--- src/rtl/wb_port_arbiter.sv ---
// Write-back port arbiter: shares the register-file write port between the main pipeline (A)
// and the mul/div unit (B), with starvation relief for B and a busy scoreboard for B's dests.
module wb_port_arbiter #(
   parameter int STARVE_LIMIT = 4,
   parameter int XLEN         = 32,
   parameter int IID_W        = 64
) (
   input  logic             clk,
   input  logic             reset,
   input  logic             a_valid,
   output logic             a_ready,
   input  logic [IID_W-1:0] a_inst_id,
   input  logic             a_rf_wen,
   input  logic [4:0]       a_reg_addr,
   input  logic [XLEN-1:0]  a_wdata,
   input  logic             b_valid,
   output logic             b_ready,
   input  logic [IID_W-1:0] b_inst_id,
   input  logic             b_rf_wen,
   input  logic [4:0]       b_reg_addr,
   input  logic [XLEN-1:0]  b_wdata,
   input  logic             issue_valid,
   input  logic [4:0]       issue_reg_addr,
   output logic             wb_valid,
   output logic [IID_W-1:0] wb_inst_id,
   output logic             wb_rf_wen,
   output logic [4:0]       wb_reg_addr,
   output logic [XLEN-1:0]  wb_wdata,
   output logic [31:0]      busy,
   output logic [3:0]       wait_cnt
);

   localparam logic [3:0] LIMIT = 4'(STARVE_LIMIT);

   logic        starve;
   logic        grant_a;
   logic        grant_b;
   logic [31:0] busy_next;

   // Handshake: a transfer happens on x_valid & x_ready; a stalled requester holds its fields.
   // Ready is a function of the valids and wait_cnt only, never of the other ready.
   always_comb begin
      starve  = (wait_cnt >= LIMIT);
      grant_b = b_valid & (~a_valid | starve);
      grant_a = a_valid & ~grant_b;
   end

   assign a_ready = grant_a;
   assign b_ready = grant_b;

   always_ff @(posedge clk or posedge reset) begin
      if (reset) begin
         wait_cnt <= 4'd0;
      end else if (~b_valid | grant_b) begin
         wait_cnt <= 4'd0;
      end else if (wait_cnt != 4'hF) begin
         wait_cnt <= wait_cnt + 4'd1;
      end
   end

   // Set is applied after clear so that a same-cycle set on the same register wins.
   always_comb begin
      busy_next = busy;
      if (grant_b & b_rf_wen) begin
         busy_next[b_reg_addr] = 1'b0;
      end
      if (issue_valid && (issue_reg_addr != 5'd0)) begin
         busy_next[issue_reg_addr] = 1'b1;
      end
      busy_next[0] = 1'b0;
   end

   always_ff @(posedge clk or posedge reset) begin
      if (reset) begin
         busy <= 32'd0;
      end else begin
         busy <= busy_next;
      end
   end

   // Fields keep their last value when nothing is granted; only wb_valid drops.
   always_ff @(posedge clk or posedge reset) begin
      if (reset) begin
         wb_valid    <= 1'b0;
         wb_inst_id  <= '0;
         wb_rf_wen   <= 1'b0;
         wb_reg_addr <= 5'd0;
         wb_wdata    <= '0;
      end else begin
         wb_valid <= grant_a | grant_b;
         if (grant_a) begin
            wb_inst_id  <= a_inst_id;
            wb_rf_wen   <= a_rf_wen;
            wb_reg_addr <= a_reg_addr;
            wb_wdata    <= a_wdata;
         end else if (grant_b) begin
            wb_inst_id  <= b_inst_id;
            wb_rf_wen   <= b_rf_wen;
            wb_reg_addr <= b_reg_addr;
            wb_wdata    <= b_wdata;
         end
      end
   end

endmodule

--- config.mk ---
export PLATFORM = sky130hd
export DESIGN_NAME = wb_port_arbiter
export DESIGN_NICKNAME = d
export VERILOG_FILES = /design/src/rtl/wb_port_arbiter.sv
export SDC_FILE = /design/constraint.sdc
export NUM_CORES = 1
export LEC_CHECK = 0
export CELL_PAD_IN_SITES_DETAIL_PLACEMENT = 1
export CELL_PAD_IN_SITES_GLOBAL_PLACEMENT = 1
export CORE_UTILIZATION = 26
export CTS_CLUSTER_SIZE = 30
export DETAILED_ROUTE_END_ITERATION = 16
export PLACE_DENSITY = 0.86
export SLEW_MARGIN = 20
export SYNTH_ARGS = -nofsm -noshare
export SYNTH_HDL_FRONTEND = slang
export SYNTH_SLANG_ARGS = --single-unit
--- constraint.sdc ---
create_clock -name clk -period 4.6 [get_ports clk]
set_clock_uncertainty 0.2 [all_clocks]
set_input_delay 0.46 -clock clk [delete_from_list [all_inputs] [get_ports clk]]
set_output_delay 0.46 -clock clk [all_outputs]
set_load 0.005 [all_outputs]
==> results.yml <==
status:
  outcome: "completed"
synth:
  yosys.area_share.simple: 0.135
  synthMuxAreaShare: 0.157
  ys_ff_latch: 138
  synthDistinctLibCells: 36
  yosys_warnings: 0
  synth_fa_ha_area_frac: 0.00193
  synthesis.area_um2: 6500
  synth-xor-area-share: 0
  synth_area_per_cell_um2: 10.4
  synthCells: 624
  synth_top_family_by_area: "multiplexers"
  synth_compound_area_frac: 0.129
  seq_area_frac_synth: 0.532
grt:
  grt_antenna_before_repair: 0
  grt_max_degree: 103
  grt_usage: 0.200
  overflow: 0
  grt_pass1_wl_mm: 40.0
  grt_pass1_vias: 6924
worst_hold_path:
  holdCritPathClass: "reg -> reg"
  holdCritStartpoint: "wait_cnt[0]"
critical_path:
  path_delay_family: "buffers and inverters"
  slowest_stage: "clkdlybuf4s50_1"
  end_kind: "primary output"
  cp.required_ps: 3940
  r2r_start: "wait_cnt[2]"
  cp-start-kind: "input pin"
  cp.arrival_ps: 2450
  path_class: "in -> out"
  ff2ff_setup_slack_ps: 2370
  critical_path_buf_inv_count: 2
  worstPathMaxFanout: 51
  max_stage_delay_ps: 510
  crit_start: "a_valid"
  cp_cell_sequence: "buf_6 > or3b_4 > and2_4 > nor2b_1 > clkdlybuf4s50_1"
place:
  gp_congestion: 0.802
  io_buffer_count: 353
  dpl.hpwl_mm: 18.0
  pre_cts_ws_ps: 1500
  placedCellCount: 1255
drt:
  firstDrtPassIters: 6
  wl_mm: 25.7
  drc: 0
  drtIter0Drc: 291
  vias_per_cell: 4.93
  drt.antenna.violating_nets: 0
  dr_total_vias: 6345
  top_layer_used: "met4"
  wl_met2_mm: 12.7
  wl_met3_mm: 1.59
  wl_met1_mm: 10.9
  wl_per_cell_um: 20.0
final_layout:
  stdcell_count: 1286
  syn_to_final_growth_pct: 67.9
  drive_gt1_frac: 0.0520
  layout_commonest_cell: "clkdlybuf4s50_1"
  layout.nets: 1165
  fillers: 2699
  antenna_cells: 0
  layout_common_cells: "351 x clkdlybuf4s50_1, 138 x dfrtp_1, 103 x nand3_1"
sta:
  rsz0062_at_grt: "no"
  fmax_ghz: 0.321
  report.final.slew_viol_count: 0
  worst_pin_slew_ps: 1020
  setup_viol: 0
  post-route-period-util: 0.676
  hold_viol: 0
  setup_tns_ps: 0
  min_period_ps: 3110
  fin_ws_ps: 1490
  max_slew_margin: 0.322
pwr:
  p_per_area_nw_per_um2: 331
  ir_drop_mv: 0.164
  power_uw: 3610
  p_leak_uw: 0.00466
clock_tree:
  cts_resized: 0
  clk-insertion-delay-late_ps: 400
  root_buffer: "clkbuf_16"
  clkTransAtPathRegs_ps: 60
  h-tree-depth: 4
  clock_sinks: 138
  cts_buffer_depth: 2
  postCtsHoldBufs: 0
  cts_tree: "yes"
  cts_made_buffers: 17
  post_cts_buffers: 0
die:
  start_util: 0.266
  io_pins: 355
  rows: 57
  die_h_um: 160
  fp.dieW_um: 160
  core_area_um2: 24400
  die_area_um2: 25600
job:
  drv_cap: 0
## synth_stat cells, drive strengths merged
master,instances,area (um^2)
and3,4,25.0
o31ai,7,52.6
nor2b,2,12.5
and3b,4,35.0
and2,8,52.6
nand2,19,71.3
clkbuf,31,118
nor3b,5,48.8
nor2,2,7.51
mux2i,102,1020
nor4b,1,8.76
or4b,1,10.0
a22oi,14,105
nand4,1,6.26
nand3b,3,22.5
o21ai,117,586
nor3,2,10.0
nand2b,1,6.26
buf,24,106
or2,1,6.26
nor4,1,6.26
conb,1,3.75
nand3,103,515
o211ai,2,15.0
a221o,8,80.1
or3b,4,35.0
inv,17,63.8
ha,1,12.5
dfrtp,138,3450
## sequential cells by signal, indices dropped and copies added (netlist names)
name and cells:
wb_reg_addr 5, wb_rf_wen 1, wb_valid 1, wait_cnt 4, busy 31, wb_inst_id 64
wb_wdata 32
## power by group
part	switching (uW)	total, uW	internal (uW)
sequential	70.9	1410	1330
combinational	309	783	474
clock	569	1420	854
## per-stage QoR
stage | hold slack [ps] | instance area [um^2] | utilization
final | 265 | 10900 | 0.447
after global routing | 311 | 10900 | 0.447
after CTS | 272 | 10900 | 0.447
after detailed placement | 261 | 10300 | 0.422
after global placement | 256 | 10300 | 0.422
after floorplan | 250 | 6500 | -
## final timing paths
path,cells past startpoint,endpoint
setup / recovery,5,a_ready
hold / removal,1,wait_cnt[0]
setup reg to reg,4,wb_wdata[1]
hold reg to reg,1,wait_cnt[0]
max in group asynchronous,3,wb_inst_id[11]
min in group asynchronous,2,wb_inst_id[31]
## final cells by class
type,instances,area (um^2),area share
Timing Repair Buffer,361,3610,0.331
Sequential cell,138,3450,0.317
Clock buffer,17,425,0.0390
Inverter,17,68.8,0.00631
Clock inverter,14,171,0.0157
Multi-Input combinational cell,415,2770,0.254
Tap cell,324,405,0.0372
## metal layers
metal | up-vias | track usage
li1 | 2897 | -
met1 | 3158 | 0.247
met2 | 254 | 0.338
met3 | 36 | 0.0525
met4 | 0 | 0.0649
met5 | - | 0
## cell families after synthesis
logic type               after synthesis
buffers and inverters                 72
multiplexers                         102
other                                  1
adder cells (fa/ha/maj)                1
AO/OA/AOI/OAI                        148
AND/OR/NAND/NOR                      162
flip-flops                           138
## worst register-to-register path: stages, from the launching register on
cell and delay [ps]:
dfrtp_1 420, or3b_4 170, and2_4 490, buf_4 570, o21ai_0 230
Note: power is estimated with default switching activity, not from simulation.
